--- src/rtl/ssd_pkg.sv ---
// Shared definitions for the seven-segment scan controller:
// segment patterns, dash/blank constants and converter states.
package ssd_pkg;

  // Converter FSM states.
  typedef enum logic [1:0] {
    IDLE   = 2'd0,
    SHIFT  = 2'd1,
    COMMIT = 2'd2
  } conv_state_t;

  // Segment patterns, order {a,b,c,d,e,f,g}, active-low.
  localparam logic [6:0] SEG_DASH  = 7'b1111110;
  localparam logic [6:0] SEG_BLANK = 7'b1111111;

  // Hex nibble to active-low segment pattern {a..g}.
  function automatic logic [6:0] hex_to_seg(input logic [3:0] nib);
    logic [6:0] seg;
    case (nib)
      4'h0: seg = 7'b0000001;
      4'h1: seg = 7'b1001111;
      4'h2: seg = 7'b0010010;
      4'h3: seg = 7'b0000110;
      4'h4: seg = 7'b1001100;
      4'h5: seg = 7'b0100100;
      4'h6: seg = 7'b0100000;
      4'h7: seg = 7'b0001111;
      4'h8: seg = 7'b0000000;
      4'h9: seg = 7'b0000100;
      4'hA: seg = 7'b0001000;
      4'hB: seg = 7'b1100000;
      4'hC: seg = 7'b0110001;
      4'hD: seg = 7'b1000010;
      4'hE: seg = 7'b0110000;
      default: seg = 7'b0111000;
    endcase
    return seg;
  endfunction

endpackage

--- src/rtl/bin2bcd_seq.sv ---
// Sequential double-dabble binary-to-BCD converter. One bit per clock:
// adjust every BCD digit >= 5 by +3, then shift left. A 1 leaving the
// top digit flags that the value does not fit in NUM_DIGITS digits.
module bin2bcd_seq
  import ssd_pkg::*;
#(
  parameter int NUM_DIGITS = 8,
  localparam int VW = 4 * NUM_DIGITS,
  localparam int CW = $clog2(VW)
) (
  input  logic          ClkPort,
  input  logic          Reset,
  input  logic          start,
  input  logic [VW-1:0] value,
  output logic          busy,
  output logic          done,
  output logic [VW-1:0] bcd,
  output logic          overflow
);

  conv_state_t   state_reg;
  logic [VW-1:0] bin_reg;
  logic [VW-1:0] bcd_reg;
  logic [CW-1:0] cnt_reg;
  logic          ovf_reg;
  logic          busy_reg;
  logic          done_reg;
  logic [VW-1:0] adj;

  // Per-digit +3 correction applied before each shift.
  for (genvar gi = 0; gi < NUM_DIGITS; gi++) begin : g_adj
    assign adj[4*gi +: 4] = (bcd_reg[4*gi +: 4] >= 4'd5) ?
                            bcd_reg[4*gi +: 4] + 4'd3 : bcd_reg[4*gi +: 4];
  end

  // Converter FSM; busy/done are registered alongside the state.
  always_ff @(posedge ClkPort or posedge Reset) begin
    if (Reset) begin
      state_reg <= IDLE;
      bin_reg   <= '0;
      bcd_reg   <= '0;
      cnt_reg   <= '0;
      ovf_reg   <= 1'b0;
      busy_reg  <= 1'b0;
      done_reg  <= 1'b0;
    end else begin
      case (state_reg)
        IDLE: begin
          if (start) begin
            bin_reg   <= value;
            bcd_reg   <= '0;
            cnt_reg   <= '0;
            ovf_reg   <= 1'b0;
            busy_reg  <= 1'b1;
            state_reg <= SHIFT;
          end
        end
        SHIFT: begin
          bcd_reg <= {adj[VW-2:0], bin_reg[VW-1]};
          bin_reg <= {bin_reg[VW-2:0], 1'b0};
          ovf_reg <= ovf_reg | adj[VW-1];
          cnt_reg <= cnt_reg + 1'b1;
          if (cnt_reg == CW'(VW - 1)) begin
            done_reg  <= 1'b1;
            state_reg <= COMMIT;
          end
        end
        COMMIT: begin
          done_reg  <= 1'b0;
          busy_reg  <= 1'b0;
          state_reg <= IDLE;
        end
        default: state_reg <= IDLE;
      endcase
    end
  end

  assign busy     = busy_reg;
  assign done     = done_reg;
  assign bcd      = bcd_reg;
  assign overflow = ovf_reg;

endmodule

--- src/rtl/ssd_scan_ctrl.sv ---
// Multi-digit seven-segment scan controller: value capture (hex or
// decimal via bin2bcd_seq), digit scanning, leading-zero blanking,
// blink, decimal points and overflow dashes. An/Cath go straight to pins.
module ssd_scan_ctrl
  import ssd_pkg::*;
#(
  parameter int NUM_DIGITS     = 8,
  parameter int SCAN_DIV_BITS  = 18,
  parameter int BLINK_DIV_BITS = 26,
  localparam int VW = 4 * NUM_DIGITS,
  localparam int IW = (NUM_DIGITS > 1) ? $clog2(NUM_DIGITS) : 1
) (
  input  logic                  ClkPort,
  input  logic                  Reset,
  input  logic [VW-1:0]         value,
  input  logic                  load,
  input  logic                  mode_bcd,
  input  logic                  blank_lz,
  input  logic [NUM_DIGITS-1:0] dp_mask,
  input  logic [NUM_DIGITS-1:0] blink_mask,
  output logic                  busy,
  output logic [NUM_DIGITS-1:0] An,
  output logic [7:0]            Cath
);

  logic [VW-1:0]            disp_reg;
  logic                     ovf_reg;
  logic [SCAN_DIV_BITS-1:0] scan_cnt_reg;
  logic [IW-1:0]            idx_reg;
  logic [BLINK_DIV_BITS:0]  blink_cnt_reg;
  logic [NUM_DIGITS-1:0]    an_reg, an_next;
  logic [7:0]               cath_reg, cath_next;

  logic          conv_start, conv_busy, conv_done, conv_ovf;
  logic [VW-1:0] conv_bcd;
  logic          accept;

  // A load is only honoured while no conversion is running.
  assign accept     = load & ~conv_busy;
  assign conv_start = accept & mode_bcd;

  bin2bcd_seq #(.NUM_DIGITS(NUM_DIGITS)) u_bin2bcd (
    .ClkPort  (ClkPort),
    .Reset    (Reset),
    .start    (conv_start),
    .value    (value),
    .busy     (conv_busy),
    .done     (conv_done),
    .bcd      (conv_bcd),
    .overflow (conv_ovf)
  );

  // Display register: hex loads land immediately, BCD results on commit.
  always_ff @(posedge ClkPort or posedge Reset) begin
    if (Reset) begin
      disp_reg <= '0;
      ovf_reg  <= 1'b0;
    end else if (conv_done) begin
      disp_reg <= conv_bcd;
      ovf_reg  <= conv_ovf;
    end else if (accept && !mode_bcd) begin
      disp_reg <= value;
      ovf_reg  <= 1'b0;
    end
  end

  // Dwell prescaler and digit index, wrapping at NUM_DIGITS-1.
  always_ff @(posedge ClkPort or posedge Reset) begin
    if (Reset) begin
      scan_cnt_reg <= '0;
      idx_reg      <= '0;
    end else begin
      scan_cnt_reg <= scan_cnt_reg + 1'b1;
      if (scan_cnt_reg == '1)
        idx_reg <= (idx_reg == IW'(NUM_DIGITS - 1)) ? '0 : idx_reg + 1'b1;
    end
  end

  // Blink phase is the top bit of a free-running counter.
  always_ff @(posedge ClkPort or posedge Reset) begin
    if (Reset) blink_cnt_reg <= '0;
    else       blink_cnt_reg <= blink_cnt_reg + 1'b1;
  end

  // Per-digit nibble and "something nonzero at or above this digit".
  logic [3:0]            digit_nib [NUM_DIGITS];
  logic [NUM_DIGITS-1:0] shown;
  for (genvar gi = 0; gi < NUM_DIGITS; gi++) begin : g_digit
    assign digit_nib[gi] = disp_reg[4*gi +: 4];
    if (gi == 0) begin : g_lsd
      assign shown[gi] = 1'b1;
    end else begin : g_upper
      assign shown[gi] = |disp_reg[VW-1:4*gi];
    end
  end

  // Next anode/cathode pair for the current index.
  always_comb begin
    logic off;
    off = (blank_lz & ~ovf_reg & ~shown[idx_reg]) |
          (blink_cnt_reg[BLINK_DIV_BITS] & blink_mask[idx_reg]);
    an_next   = off ? '1 : ~(NUM_DIGITS'(1) << idx_reg);
    cath_next = {(ovf_reg ? SEG_DASH : hex_to_seg(digit_nib[idx_reg])),
                 ~dp_mask[idx_reg]};
  end

  // Anodes and cathodes change on the same edge, never skewed.
  always_ff @(posedge ClkPort or posedge Reset) begin
    if (Reset) begin
      an_reg   <= '1;
      cath_reg <= 8'hFF;
    end else begin
      an_reg   <= an_next;
      cath_reg <= cath_next;
    end
  end

  assign An   = an_reg;
  assign Cath = cath_reg;
  assign busy = conv_busy;

endmodule

--- config.mk ---
export PLATFORM = sky130hd
export DESIGN_NAME = ssd_scan_ctrl
export DESIGN_NICKNAME = d
export VERILOG_FILES = /design/src/rtl/ssd_pkg.sv /design/src/rtl/bin2bcd_seq.sv /design/src/rtl/ssd_scan_ctrl.sv
export SDC_FILE = /design/constraint.sdc
export NUM_CORES = 1
export LEC_CHECK = 0
export CORE_MARGIN = 2
export CORE_UTILIZATION = 63
export CTS_BUF_LIST = sky130_fd_sc_hd__clkbuf_16
export DETAILED_ROUTE_END_ITERATION = 6
export GPL_TIMING_DRIVEN = 0
export PLACE_DENSITY = 0.86
export SYNTH_ARGS = -nofsm -noshare
export SYNTH_HDL_FRONTEND = slang
export SYNTH_SLANG_ARGS = --single-unit
--- constraint.sdc ---
create_clock -name ClkPort -period 12.19 [get_ports ClkPort]
set_input_delay 3.657 -clock ClkPort [delete_from_list [all_inputs] [get_ports ClkPort]]
set_output_delay 3.657 -clock ClkPort [all_outputs]
set_load 0.005 [all_outputs]
==> impl_metrics.py, run 1 <==
metrics = {
    "synth": {
        "synth_seq_cells": 171,
        "synth.yosys.seq_area_share_pct": 50.39,
        "synth_nets": 946,
        "syn_inst": 861,
        "ys_async_sr_fraction_pct": 100.0,
        "yosysMostFrequentCell": "dfrtp_1",
        "ys.flop_type": "dfrtp_1",
        "synthTopCellsByArea": "dfrtp_1 (45%), mux2i_1 (5.2%), nand2_1 (5.1%)",
        "avgSynthCellArea_um2": 9.909,
        "yosys.area.top_type": "dfrtp_1",
        "synth_common_cells": "dfrtp_1 (155), nand2_1 (116), nor2_1 (92)",
        "synth_area_um2": 8532,
        "yosys_warnings": 0,
        "synth-edff-count": 0,
        "netlist-cell-type-count": 49,
        "synth_top_area_share_pct": 45.46,
    },
    "sta": {
        "setup_tns_ns": 0,
        "hold_viol_final": 0,
        "period_share_pct": 46.10,
        "rsz0062_at_grt": "false",
        "setup_viol": 0,
        "relSlewSlack_pct": 35.34,
        "finalCriticalPeriod_ns": 5.620,
        "maxSlewViolCount": 0,
        "fin_skew_ns": 0.008244,
        "fmax_mhz": 177.9,
        "worst_pin_slew_ns": 0.9663,
        "setup_slack_ns": 6.570,
    },
    "route": {
        "wl_per_cell_um": 17.73,
        "ant_nets": 0,
        "wl_mm": 20.20,
        "dr.pass1.iters": 5,
        "drtIter0Drc": 583,
        "drc_errors": 0,
        "viasPerCell": 6.072,
        "routed-via-count": 6916,
    },
    "pwr": {
        "finalPower_uw": 2107,
        "share_comb_of_total_power_pct": 32.6,
        "swShare_pct": 36.62,
        "power.density_nw_per_um2": 209.5,
        "power_frac_seq_pct": 41.9,
        "power.switching_uw": 771.7,
        "leakage_uw": 0.004688,
        "pwr-share-clk_pct": 25.5,
        "irDropWorstVdd_v": 0.0001652,
        "p_int_uw": 1335,
    },
    "floorplan": {
        "start_util_pct": 64.43,
        "core_area_um2": 13240,
        "ios": 70,
        "die_h_um": 120.4,
        "dieArea_um2": 14490,
        "rows": 42,
        "die_w_um": 120.4,
    },
    "clock_tree": {
        "cts_resized": 0,
        "ctsHoldBuffers": 0,
        "postCtsSetupBuffers": 0,
        "cts_root_buffer": "clkbuf_16",
        "cts.path.max_buffers": 2,
        "clock_latency_ns": 0.43,
        "numCtsBuffers": 17,
        "path_clk_slew_ns": 0.06,
        "clock-sinks": 171,
        "cts_tree": "yes",
        "htree_levels": 4,
    },
    "cells_and_area": {
        "layout.nets": 1035,
        "multi_input_area_um2": 3956,
        "area.sequential_um2": 4299,
        "fin_area_um2": 10060,
        "drive_above_1_share_pct": 6.750,
        "diodes": 0,
        "area_delta_synth_final_pct": 17.91,
        "fillers": 897,
        "fin_util_pct": 75.96,
    },
    "global_route": {
        "grt_pass1_wl_mm": 33.01,
        "grt_max_degree": 102,
        "gr-usage-all-layers_pct": 29.01,
        "grt_pass1_vias": 6834,
        "overflow": 0,
        "grt_antenna_before_repair": 0,
    },
    "placement": {
        "place_ws_ns": 6.244,
        "place_congestion": 0.9105,
        "port_buffers": 69,
        "hpwl_mm": 13.87,
        "placed_cell_area_um2": 9478,
    },
    "worst_setup_path": {
        "slowest_delay_ns": 0.84,
        "cp_max_fo": 9,
        "critPathKind": "input port to register",
        "end_kind": "register",
        "cp.arrival_ns": 5.93,
        "path_cells": "clkdlybuf4s50_1, nand2b_1, nor4b_2, nor2_1, o21ai_0, nand2_1",
        "worst_path_max_delay_cell": "nor4b_2",
        "worst_setup_path_start_kind": "input port",
        "required_ns": 12.50,
    },
    "min_path": {
        "min_path_type": "register to register",
    },
    "run": {
        "maxCapViolations": 0,
    },
    "run_status": {
        "outcome": "finished, final reports clean",
    },
}
-- final cells by class --
cell class	count	area share, %
sequential	171	42.74
multi-input combinational	621	39.33
timing repair buffer	70	7.139
clock buffer	17	4.229
tap	176	2.189
buffer	40	1.667
clock inverter	15	1.555
inverter	29	1.157
-- per-layer routing --
| layer | share of wire, % | up-vias | GRT usage, % |
|---|---|---|---|
| li1 | - | 3179 | - |
| met1 | 42 | 3384 | 38.94 |
| met2 | 47 | 297 | 45.97 |
| met3 | 7.8 | 56 | 6.604 |
| met4 | 2.5 | 0 | 11.92 |
| met5 | 0 | - | 0 |
-- logic make-up after synthesis --
logic type,after synthesis,share of synthesized area [%]
AND/OR/NAND/NOR,322,16.89
flip-flops,171,50.39
AO/OA/AOI/OAI,152,10.38
buffers and inverters,69,3.241
multiplexers,58,8.550
XOR/XNOR,57,5.851
adder cells (fa/ha/maj),32,4.693
-- worst max-delay path: cells and delay by family --
kind            cells  cell delay (ns)
compound gates      1             0.31
buf+inv             1             0.46
simple gates        4             1.51
-- power by group through the flow --
stage	Clock [uW]	Sequential (uW)	Combinational (uW)
6_report	537	883	688
5_1_grt	562	899	764
4_1_cts	536	875	679
3_5_place_dp	0	881	671
3_3_place_gp	0	876	639
2_1_floorplan	0	840	486
-- per-stage QoR --
step                      std cells  hold WS (ns)
final                          1139        0.4706
after global routing           1139        0.4800
after CTS                      1139        0.4711
after detailed placement       1107        0.4581
after global placement         1106        0.4534
after floorplan                 861        0.4362
-- placed cells by master, fill, tap and decap left out, types with 4 or more instances in the layout --
cell             count
ha_1                32
clkbuf_16           17
o32ai_1              5
clkinv_1             6
mux4_2               6
mux4_1               4
inv_1               27
mux2i_1             44
nor2_1              92
dfstp_2             16
clkbuf_1            29
o21ai_1              6
and3_1               9
nor3_1              13
nor4_1               5
nand4_1              8
nand3_1             52
nand2b_1            10
nand2_1            116
clkdlybuf4s50_1     69
o21ai_0             38
xnor2_1             38
buf_1                7
dfrtp_1            155
xor2_1              19
nor2b_1              4
a21oi_1             54
a31oi_1             33
-- final timing paths --
path / start / endpoint / slack, ns / depth (start not counted)
setup / recovery: load / u_bin2bcd.bcd[15] / 6.57 / 6
hold / removal: blink_cnt_reg[25] / blink_cnt_reg[25] / 0.47 / 1
setup reg to reg: idx_reg[2] / Cath[7] / 9.37 / 9
hold reg to reg: blink_cnt_reg[25] / blink_cnt_reg[25] / 0.47 / 1
max in group asynchronous: Reset / u_bin2bcd.bin_reg[22] / 7.68 / 3
min in group asynchronous: Reset / scan_cnt_reg[9] / 3.75 / 2
Power figures use the tool's default switching activity.
==> run 2: changes to the inputs <==
- CORE_UTILIZATION: 63 -> 53
- PLACE_DENSITY: 0.86 -> 0.77
- clock period: 12.19 -> 4.6 ns (I/O delays scaled with it)
==> run 2 against run 1 <==
Critical path depth unchanged. Clock power rose to 2.7 times the previous value. Global-route usage down 4.5 points. Non-clock buffer count up 3.
==> impl_metrics.py, run 2 (same netlist as run 1, synthesis figures left out) <==
metrics = {
    "run_status": {
        "outcome": "finished, final reports clean",
    },
    "global_route": {
        "grt_max_degree": 44,
        "grt_pass1_wl_mm": 32.29,
        "gr-usage-all-layers_pct": 24.50,
        "overflow": 0,
        "grt_pass1_vias": 6544,
        "grt_antenna_before_repair": 0,
    },
    "sta": {
        "setup_tns_ns": 0,
        "finalCriticalPeriod_ns": 3.268,
        "rsz0062_at_grt": "false",
        "worst_pin_slew_ns": 0.8911,
        "fin_skew_ns": 0.007271,
        "setup_viol": 0,
        "maxSlewViolCount": 0,
        "period_share_pct": 71.03,
        "hold_viol_final": 0,
        "fmax_mhz": 306.0,
        "relSlewSlack_pct": 40.44,
    },
    "cells_and_area": {
        "fillers": 1244,
        "layout_common_cells": "dfrtp_1 (155), nand2_1 (116), nor2_1 (92)",
        "area_delta_synth_final_pct": 19.30,
        "layout.nets": 1038,
        "drive_above_1_share_pct": 7.557,
        "multi_input_area_um2": 3956,
        "fin_area_um2": 10180,
        "area.sequential_um2": 4299,
        "diodes": 0,
        "fin_util_pct": 64.31,
        "stdcell_count": 1182,
        "layout_commonest_cell": "dfrtp_1",
    },
    "worst_setup_path": {
        "cp_max_fo": 10,
        "r2r_cells": 9,
        "required_ns": 4.94,
        "r2r-end": "Cath[7]",
        "r2r-start": "idx_reg[2]",
        "end_kind": "register",
        "path_cells": "clkdlybuf4s50_1, nand2b_1, nor4b_2, clkbuf_1, nand2_1, a31oi_1",
        "cp.arrival_ns": 3.61,
        "rrSetupSlack_ns": 1.74,
        "worst_path_max_delay_cell": "nor4b_2",
        "critPathKind": "input port to register",
        "slowest_delay_ns": 0.80,
        "worst_setup_path_start_kind": "input port",
    },
    "floorplan": {
        "dieArea_um2": 17130,
        "die_h_um": 130.9,
        "core_area_um2": 15830,
        "rows": 46,
        "die_w_um": 130.9,
        "ios": 70,
        "start_util_pct": 53.91,
    },
    "clock_tree": {
        "clock-sinks": 171,
        "cts_tree": "yes",
        "cts_resized": 0,
        "cts.path.max_buffers": 2,
        "numCtsBuffers": 17,
        "ctsHoldBuffers": 0,
        "clock_latency_ns": 0.44,
        "path_clk_slew_ns": 0.07,
        "postCtsSetupBuffers": 0,
        "htree_levels": 4,
        "cts_root_buffer": "clkbuf_16",
    },
    "pwr": {
        "power.density_nw_per_um2": 552.5,
        "irDropWorstVdd_v": 0.0003336,
        "leakage_uw": 0.004724,
    },
    "placement": {
        "hpwl_mm": 14.14,
        "port_buffers": 69,
        "placed_cell_area_um2": 9577,
        "place_congestion": 0.9061,
        "dp_cells": 1150,
    },
    "min_path": {
        "hold_depth": 1,
        "min_from": "blink_cnt_reg[0]",
        "min_path_type": "register to register",
        "whs_endpoint": "blink_cnt_reg[0]",
    },
    "route": {
        "dr.pass1.iters": 5,
        "ant_nets": 0,
        "routed-via-count": 6783,
        "viasPerCell": 5.739,
        "drtIter0Drc": 550,
        "wl_mm": 19.89,
        "wl_per_cell_um": 16.83,
        "drc_errors": 0,
    },
    "run": {
        "maxCapViolations": 0,
    },
}
[run 2: cell count changes in the layout (fill, tap and decap cells not counted)]
cell        change
clkinvlp_4      -1
buf_16          -1
bufinv_16       -1
inv_6           +9
clkinv_2        -3
clkinv_1        -5
buf_12          +4
clkinv_4        +1
[run 2: how the worst max path moves through the flow]
stage,endpoint,slack [ns],startpoint
2_1_floorplan,blink_cnt_reg[0],1.05,Reset
6_report,u_bin2bcd.bin_reg[10],1.33,load
3_5_place_dp,u_bin2bcd.bin_reg[17],0.99,load
4_1_cts,u_bin2bcd.bin_reg[10],1.38,load
3_3_place_gp,u_bin2bcd.cnt_reg[3],-0.32,Reset
5_1_grt,u_bin2bcd.bin_reg[10],1.17,load
[run 2: layout make-up]
type,count,area share (%)
multi-input combinational,621,38.87
sequential,171,42.24
clock buffer,17,4.179
timing repair buffer,73,7.572
buffer,40,1.647
inverter,29,1.106
clock inverter,15,1.733
tap,216,2.655
[run 2: through the flow]
| step | setup slack [ns] | hold slack, ns | total power [uW] |
|---|---|---|---|
| 3_3_place_gp | -0.3155 | 0.4534 | 4038 |
| 6_report | 1.332 | 0.4653 | 5623 |
| 4_1_cts | 1.378 | 0.4743 | 5611 |
| 5_1_grt | 1.165 | 0.4812 | 5984 |
| 2_1_floorplan | 1.050 | 0.4362 | 3515 |
| 3_5_place_dp | 0.9902 | 0.4568 | 4121 |
[run 2: worst max-delay path: cells and delay by family]
kind | cells | cell delay, ns
simple gates | 3 | 1.04
buf+inv | 2 | 0.95
compound gates | 1 | 0.24
[run 2: power by group]
group / internal (uW) / leakage (uW) / total, uW / switching [uW]
clock: 822 / 0.000297 / 1470 / 649
sequential: 1950 / 0.00209 / 2340 / 391
combinational: 752 / 0.00234 / 1810 / 1060
total: 3530 / 0.00472 / 5620 / 2100
[run 2: layer usage]
| metal | up-vias | GRT usage (%) | wire length (um) |
|---|---|---|---|
| met3 | 54 | 5.904 | 1335 |
| met1 | 3287 | 33.68 | 8846 |
| li1 | 3188 | - | - |
| met2 | 254 | 38.05 | 9222 |
| met5 | - | 0 | 0 |
| met4 | 0 | 9.262 | 486 |
